## config.mk

```make
export PLATFORM = sky130hd
export DESIGN_NAME = pipe_hazard_ctrl
export DESIGN_NICKNAME = d
export VERILOG_FILES = /design/src/rtl/pipe_hazard_ctrl.sv
export SDC_FILE = /design/constraint.sdc
export NUM_CORES = 1
export LEC_CHECK = 0
export CAP_MARGIN = 20
export CORE_MARGIN = 2
export CORE_UTILIZATION = 31
export DETAILED_ROUTE_END_ITERATION = 12
export GPL_TIMING_DRIVEN = 0
export PLACE_DENSITY_LB_ADDON = 0.08
export SYNTH_ARGS = -nofsm -noshare
export SYNTH_HDL_FRONTEND = slang
export SYNTH_SLANG_ARGS = --single-unit
```

## constraint.sdc

```tcl
create_clock -name clk -period 2 [get_ports clk]
set_clock_uncertainty 0.1 [all_clocks]
set_input_delay 0.4 -clock clk [delete_from_list [all_inputs] [get_ports clk]]
set_output_delay 0.4 -clock clk [all_outputs]
set_load 0.02 [all_outputs]
```

## src/rtl/pipe_hazard_ctrl.sv

```systemverilog
// pipe_hazard_ctrl
// Pipeline sequencing controller for the 16-bit, 8-register pipelined core.
// It stalls the front end on load-use hazards, flushes it on taken branches,
// freezes the whole pipeline while data memory is busy and latches a sticky
// HALT. Control outputs are Mealy: they are decoded from the state and the
// inputs of the current cycle.
//
// Ports
//   clk, rst (async, active-low)
//   id_valid, id_rs, id_rt, id_uses_rs, id_uses_rt   ID stage operands
//   ex_valid, ex_is_load, ex_rd                      EX stage producer
//   br_taken, mem_busy, halt_req                     pipeline events
//   pc_en, ifid_en, idex_en, exmem_en                register load enables
//   ifid_flush, idex_flush                           bubble insert (next posedge)
//   halted, state                                    status
//   stall_cnt, flush_cnt                             performance counters
//
// Build option: define PIPE_HAZARD_CTRL_PERF_EN to compile in the counters.
// Without it, stall_cnt and flush_cnt are tied to 0.
//
// state   | meaning
// RUN     | normal flow, hazard check active
// LDSTALL | inserting the remaining load-use bubbles (bcnt left)
// MEMWAIT | frozen on mem_busy; resumes as saved_state with no dead cycle
// HALT    | sticky halt, left only through reset

module pipe_hazard_ctrl #(
  parameter int REG_W         = 3,
  parameter int LDUSE_BUBBLES = 1,
  parameter int CNT_W         = 16
) (
  input  logic             clk,
  input  logic             rst,
  input  logic             id_valid,
  input  logic [REG_W-1:0] id_rs,
  input  logic [REG_W-1:0] id_rt,
  input  logic             id_uses_rs,
  input  logic             id_uses_rt,
  input  logic             ex_valid,
  input  logic             ex_is_load,
  input  logic [REG_W-1:0] ex_rd,
  input  logic             br_taken,
  input  logic             mem_busy,
  input  logic             halt_req,
  output logic             pc_en,
  output logic             ifid_en,
  output logic             idex_en,
  output logic             exmem_en,
  output logic             ifid_flush,
  output logic             idex_flush,
  output logic             halted,
  output logic [1:0]       state,
  output logic [CNT_W-1:0] stall_cnt,
  output logic [CNT_W-1:0] flush_cnt
);

  typedef enum logic [1:0] {
    RUN     = 2'b00,
    LDSTALL = 2'b01,
    MEMWAIT = 2'b10,
    HALT    = 2'b11
  } state_t;

  state_t     state_q, state_d;
  state_t     saved_q, saved_d;
  state_t     eff_state;
  logic [1:0] bcnt_q, bcnt_d;
  logic       hazard;

  assign hazard = ex_valid & ex_is_load & id_valid &
                  ((id_uses_rs & (id_rs == ex_rd)) | (id_uses_rt & (id_rt == ex_rd)));

  always_ff @(posedge clk or negedge rst) begin
    if (!rst) begin
      state_q <= RUN;
      saved_q <= RUN;
      bcnt_q  <= 2'd0;
    end else begin
      state_q <= state_d;
      saved_q <= saved_d;
      bcnt_q  <= bcnt_d;
    end
  end

  always_comb begin
    state_d    = state_q;
    saved_d    = saved_q;
    bcnt_d     = bcnt_q;
    eff_state  = state_q;
    pc_en      = 1'b1;
    ifid_en    = 1'b1;
    idex_en    = 1'b1;
    exmem_en   = 1'b1;
    ifid_flush = 1'b0;
    idex_flush = 1'b0;

    if (state_q == HALT || halt_req || mem_busy) begin
      pc_en    = 1'b0;
      ifid_en  = 1'b0;
      idex_en  = 1'b0;
      exmem_en = 1'b0;
      if (state_q != HALT) begin
        if (halt_req) begin
          state_d = HALT;
        end else begin
          // Only capture on entry so a long freeze keeps the original state.
          if (state_q != MEMWAIT) saved_d = state_q;
          state_d = MEMWAIT;
        end
      end
    end else begin
      // Leaving MEMWAIT: behave this very cycle as the frozen state.
      eff_state = (state_q == MEMWAIT) ? saved_q : state_q;
      if (br_taken) begin
        ifid_flush = 1'b1;
        idex_flush = 1'b1;
        bcnt_d     = 2'd0;
        state_d    = RUN;
      end else if (eff_state == LDSTALL || hazard) begin
        pc_en      = 1'b0;
        ifid_en    = 1'b0;
        idex_flush = 1'b1;
        if (eff_state == LDSTALL) begin
          bcnt_d  = bcnt_q - 2'd1;
          state_d = (bcnt_q == 2'd1) ? RUN : LDSTALL;
        end else if (LDUSE_BUBBLES > 1) begin
          bcnt_d  = 2'(LDUSE_BUBBLES - 1);
          state_d = LDSTALL;
        end else begin
          state_d = RUN;
        end
      end else begin
        state_d = RUN;
      end
    end

    // Hold the pipeline empty while reset is asserted.
    if (!rst) begin
      pc_en      = 1'b0;
      ifid_en    = 1'b0;
      idex_en    = 1'b0;
      exmem_en   = 1'b0;
      ifid_flush = 1'b1;
      idex_flush = 1'b1;
    end
  end

  assign state  = state_q;
  assign halted = (state_q == HALT);

`ifdef PIPE_HAZARD_CTRL_PERF_EN
  logic [CNT_W-1:0] stall_q, flush_q;
  logic             stall_inc, flush_inc;

  assign stall_inc = ~pc_en & (state_q != HALT) & ~halt_req;
  // Both flushes with a running PC only happens on a taken-branch flush.
  assign flush_inc = ifid_flush & pc_en;

  always_ff @(posedge clk or negedge rst) begin
    if (!rst) begin
      stall_q <= '0;
      flush_q <= '0;
    end else begin
      if (stall_inc && (stall_q != '1)) stall_q <= stall_q + 1'b1;
      if (flush_inc && (flush_q != '1)) flush_q <= flush_q + 1'b1;
    end
  end

  assign stall_cnt = stall_q;
  assign flush_cnt = flush_q;
`else
  assign stall_cnt = '0;
  assign flush_cnt = '0;
`endif

endmodule

```

---- Word level (Yosys, flattened, before mapping) ----
Cells that the tools add are included.
word-level totals
  register bits ........................... 6
  input bits .............................. 19
  output and inout port bits .............. 41
  word-level logic and storage cells ...... 52
operators by class
  add/subtract/negate cells ............... 1
  eq/ne operators ......................... 9
  mux-type cells .......................... 24
  bitwise gates (word level) .............. 8
  reductions and logical operators ........ 7
operator list
  operator                                                                number
  1-bit 2-to-1 mux                                                        16
  2-bit 2-to-1 mux                                                        8
  3-bit equality test                                                     2
  1-bit bitwise AND                                                       5
  2-bit by 1-bit equality test with 1-bit output (second input constant)  2
  2-bit equality test (second input constant)                             2
  2-bit != test (second input constant)                                   2
  4-bit AND reduction                                                     1
  2-bit nonzero test                                                      2
  1-bit logical OR                                                        3
  3-bit AND reduction                                                     1
  2-bit by 1-bit != test with 1-bit output (second input constant)        1
  1-bit inverter                                                          2
  2-bit by 1-bit subtractor with 2-bit output (second input constant)     1
  1-bit bitwise OR                                                        1

---- Longest topological paths before layout ----
Gate-level depths: netlist of the first run.
  depth in word-level cells ............... 9
  depth in mapped cells ................... 5

---- Worst setup path before layout of the first run ----
No wires, ideal clock.
  kind .................................... register to output
  start ................................... reg state_q[1] (netlist: state[1])
  end ..................................... out pc_en
  arrival ................................. 1.894 ns
  slack ................................... -0.394 ns
  cell stages (with the launch flop) ...... 6
  path buffers ............................ 1
  cell sequence ........................... dfrtp_1 a211o_4 nor2_1 o21ai_1 nor2_1 buf_4
between the ends
  cells in the longest elaborated chain, start to end .. 8
  elaborated cells on any way between the ends .. 11
  those cells by class .................... eq/ne: 3; mux: 5; reduce/logical: 3
ends and longest elaborated chain
  element                                         line  RTL
  from (decl)                                     64    state_t state_q, state_d;
  from (signal assigned)                          79    state_q <= state_d;
  2-bit equality test                             113   eff_state = (state_q == MEMWAIT) ? saved_q : state_q;
  2-bit 2-to-1 mux                                113
  2-bit by 1-bit equality test with 1-bit output  119   end else if (eff_state == LDSTALL || hazard) begin
  1-bit logical OR                                119
  1-bit 2-to-1 mux (2 in series)                  --
  1-bit 2-to-1 mux (*) (2 in series)              --
  to (decl)                                       45    output logic pc_en,
Every way passes the cells marked *; elsewhere a longest branch is shown, timed or not.

---- Worst setup path after layout of the first run ----
  start ................................... reg state_q[0] (netlist: state[0])
  end ..................................... out pc_en
between the ends
  cells in the longest elaborated chain, start to end .. 8
  elaborated cells on any way between the ends .. 11
  those cells by class .................... eq/ne: 3; mux: 5; reduce/logical: 3
ends and longest elaborated chain
  element                                         line  RTL
  2-bit equality test                             113
  2-bit 2-to-1 mux                                113
  2-bit by 1-bit equality test with 1-bit output  119
  1-bit logical OR                                119
  1-bit 2-to-1 mux                                119
  1-bit 2-to-1 mux                                114   if (br_taken) begin
  1-bit 2-to-1 mux (*)                            97    if (state_q == HALT || halt_req || mem_busy) begin
  1-bit 2-to-1 mux (*)                            138   if (!rst) begin
Marks and branches as above.

==> impl_metrics.env, run 1 <==
export IMPL_worstPathRequired_ns=1.50
export IMPL_grt_usage_pct=11.6
export IMPL_die_area_mm2=0.00266
export IMPL_cts_buffer_depth=2
export IMPL_rows=17
export IMPL_viasPerCell=3.76
export IMPL_start_kind="flip-flop"
export IMPL_hp_class="reg -> reg"
export IMPL_fmaxAchievable_ghz=0.486
export IMPL_yosysTopAreaCellShare_pct=36.4
export IMPL_synth_most_common_cell="buf_4"
export IMPL_die_w_um=51.6
export IMPL_worstPathMaxFanout=5
export IMPL_fin_nets=172
export IMPL_grt_start_max_net_pins=8
export IMPL_min_period_over_period_pct=103
export IMPL_slowest_stage="dfrtp_2"
export IMPL_power_total_w=0.000414
export IMPL_seq_area_um2=153
export IMPL_die_y_um=51.6
export IMPL_drt_antenna_violating_nets=0
export IMPL_syn_inst=81
export IMPL_firstDrtPassIters=3
export IMPL_synth_commonest_cells="34 x buf_4, 6 x dfrtp_1, 6 x xnor2_1"
export IMPL_slew_viol_final=0
export IMPL_io_pins=60
export IMPL_wl_per_cell_um=8.52
export IMPL_place_congestion=0.692
export IMPL_antenna_cells=0
export IMPL_drt_iter0_drc=5
export IMPL_cts_sinks=6
export IMPL_p_per_area_mw_per_mm2=339
export IMPL_drc=0
export IMPL_final_setup_viol_count=3
export IMPL_async_reset_ff_share_pct=100
export IMPL_yosys_warnings=0
export IMPL_cts_buffers=3
export IMPL_multi_input_area_um2=420
export IMPL_leakage_nw=0.673
export IMPL_rsz0062_at_grt="true"
export IMPL_worst_slack_ns=-0.0580
export IMPL_clockRootBuffer="clkbuf_4"
export IMPL_synth_seq_cells=6
export IMPL_slowest_delay_ns=0.43
export IMPL_grt_overflow=0
export IMPL_synth_distinct_cells=24
export IMPL_grt_pass1_vias=610
export IMPL_synth_area_leader_cell="buf_4"
export IMPL_path_class="reg -> out"
export IMPL_syn_area_um2=702
export IMPL_fin_crit_ns=2.06
export IMPL_clk_pin_slew_ns=0.04
export IMPL_htreeDepth=1
export IMPL_cp_end_kind="primary output"
export IMPL_syn_to_final_growth_pct=73.6
export IMPL_num_vias=669
export IMPL_cts_tree="built"
export IMPL_port_buffer_count=27
export IMPL_dp_hpwl_um=1200
export IMPL_vdd_ir_drop_max_mv=0.136
export IMPL_violations="setup timing"
export IMPL_fillers=222
export IMPL_hold_viol=0
export IMPL_antenna_found_initial=0
export IMPL_clk_latency_ns=0.25
export IMPL_syn_avg_cell_area_um2=8.67
export IMPL_path_buf_inv=2
export IMPL_layout_drive_gt1_share_pct=42.0
export IMPL_ys_seq_area_share_pct=21.4
export IMPL_whs_ns=0.399
export IMPL_crit_family="flip-flops"
export IMPL_status="complete, but fails checks"
export IMPL_cp_cell_sequence="a211o_4 > nor2_4 > o21ai_2 > nor2_2 > buf_4 > buf_6"
export IMPL_synth_edff_count=0
export IMPL_wirelength_um=1520
export IMPL_yosys_top_cells_area="buf_4 36%, dfrtp_1 21%, xnor2_1 7.5%, o311ai_2 4.6%, inv_1 2.7%"
export IMPL_core_area_mm2=0.00217
export IMPL_drv_cap=0
export IMPL_cp_arrival_ns=1.56
export IMPL_ys_flop_type="dfrtp_1"
export IMPL_initial_core_util_pct=32.4
export IMPL_grt_pass1_wl_um=2310
==> final cells by class <==
cell class / count / share of cell area [%]
sequential: 6 / 12.5
timing repair buffer: 35 / 25.8
buffer: 34 / 20.9
tap: 28 / 2.87
multi-input combinational: 67 / 34.5
inverter: 5 / 1.54
clock buffer: 3 / 1.85
==> cell families (layout without fill, tap and decap cells) <==
logic type	Yosys count	count (layout)	synth area share [%]
flip-flops	6	6	21.4
AND/OR/NAND/NOR	18	18	14.8
buffers and inverters	39	77	39.0
adder cells (fa/ha/maj)	1	1	1.78
multiplexers	1	1	1.60
XOR/XNOR	6	6	7.49
AO/OA/AOI/OAI	9	9	13.4
other	1	32	0.534
==> metrics by stage <==
| step | worst slack, ns | instance area (µm²) | TNS [ns] | instances | util, % |
|---|---|---|---|---|---|
| 6_report | -0.0580 | 1220 | -0.0926 | 178 | 56.2 |
| 5_1_grt | -0.120 | 1220 | -0.337 | 178 | 56.2 |
| 4_1_cts | -0.0793 | 1200 | -0.122 | 177 | 55.2 |
| 3_5_place_dp | -0.848 | 1140 | -4.03 | 167 | 52.4 |
| 3_3_place_gp | -0.845 | 1140 | -4.00 | 167 | 52.4 |
| 2_1_floorplan | -0.0534 | 831 | -0.0534 | 112 | - |
==> layer usage <==
metal / track usage [%] / up-vias / share of wire (%)
li1: - / 345 / -
met2: 20.3 / 35 / 49
met1: 12.2 / 286 / 39
met3: 2.87 / 3 / 10
met4: 7.89 / 0 / 1.5
met5: 0 / - / 0
==> report_power, final <==
| group | switching [W] | internal (W) | total (W) |
|---|---|---|---|
| registers | 0.000000727 | 0.000124 | 0.000124 |
| clock network | 0.0000452 | 0.0000680 | 0.000113 |
| logic | 0.0000921 | 0.0000840 | 0.000176 |
| total | 0.000138 | 0.000276 | 0.000414 |
==> worst register-to-register path, stage by stage (launching register included) <==
cell and delay (ns):
dfrtp_2 0.43, a211o_4 0.37, buf_4 0.15, or2_4 0.25, o311ai_2 0.20
==> placed cells by master, fill, tap and decap left out, types with 2 or more instances in the layout <==
cell type / instances
and2_1: 2
buf_4: 42
buf_6: 3
clkbuf_4: 3
clkdlybuf4s50_1: 7
conb_1: 32
dfrtp_1: 4
dfrtp_2: 2
dlygate4sd2_1: 11
inv_1: 5
nand2_1: 2
nand3_1: 3
nand4_1: 3
nor2_1: 2
o311ai_2: 2
xnor2_1: 6
==> final timing paths <==
kind	end	slack [ns]	start	depth (start not counted)
hold / removal	saved_q[0]	0.40	saved_q[0]	1
setup / recovery	pc_en	-0.06	state[0]	6
max in group asynchronous	state[0]	0.92	rst	2
setup reg to reg	bcnt_q[0]	0.40	state[0]	4
min in group asynchronous	bcnt_q[0]	0.63	rst	2
hold reg to reg	saved_q[0]	0.40	saved_q[0]	1
==> sequential cells by signal (all words and copies together), names as in the netlist <==
register	flops
bcnt_q	2
saved_q	2
state	2
==> timing repair <==
| item | CTS | global route |
|---|---|---|
| pin swaps | 11 | 6 |
| endpoints found under the setup margin | 6 | 5 |
| setup buffers | 6 | 1 |
| endpoints found under the hold margin | 6 | 0 |
| hold buffers | 1 | 0 |
| resized for setup | 44 | 8 |
Note: power is estimated with default switching activity, not from simulation.
==> run 2, diff against run 1 <==
--- a/config.mk
+++ b/config.mk
@@ -10,6 +10,7 @@
 export CORE_UTILIZATION = 31
 export DETAILED_ROUTE_END_ITERATION = 12
 export GPL_TIMING_DRIVEN = 0
+export HOLD_SLACK_MARGIN = 0.12
 export PLACE_DENSITY_LB_ADDON = 0.08
 export SYNTH_ARGS = -nofsm -noshare
 export SYNTH_HDL_FRONTEND = slang
==> results of run 2 <==
Final layout, timing and power as in run 1 (identical DEF).
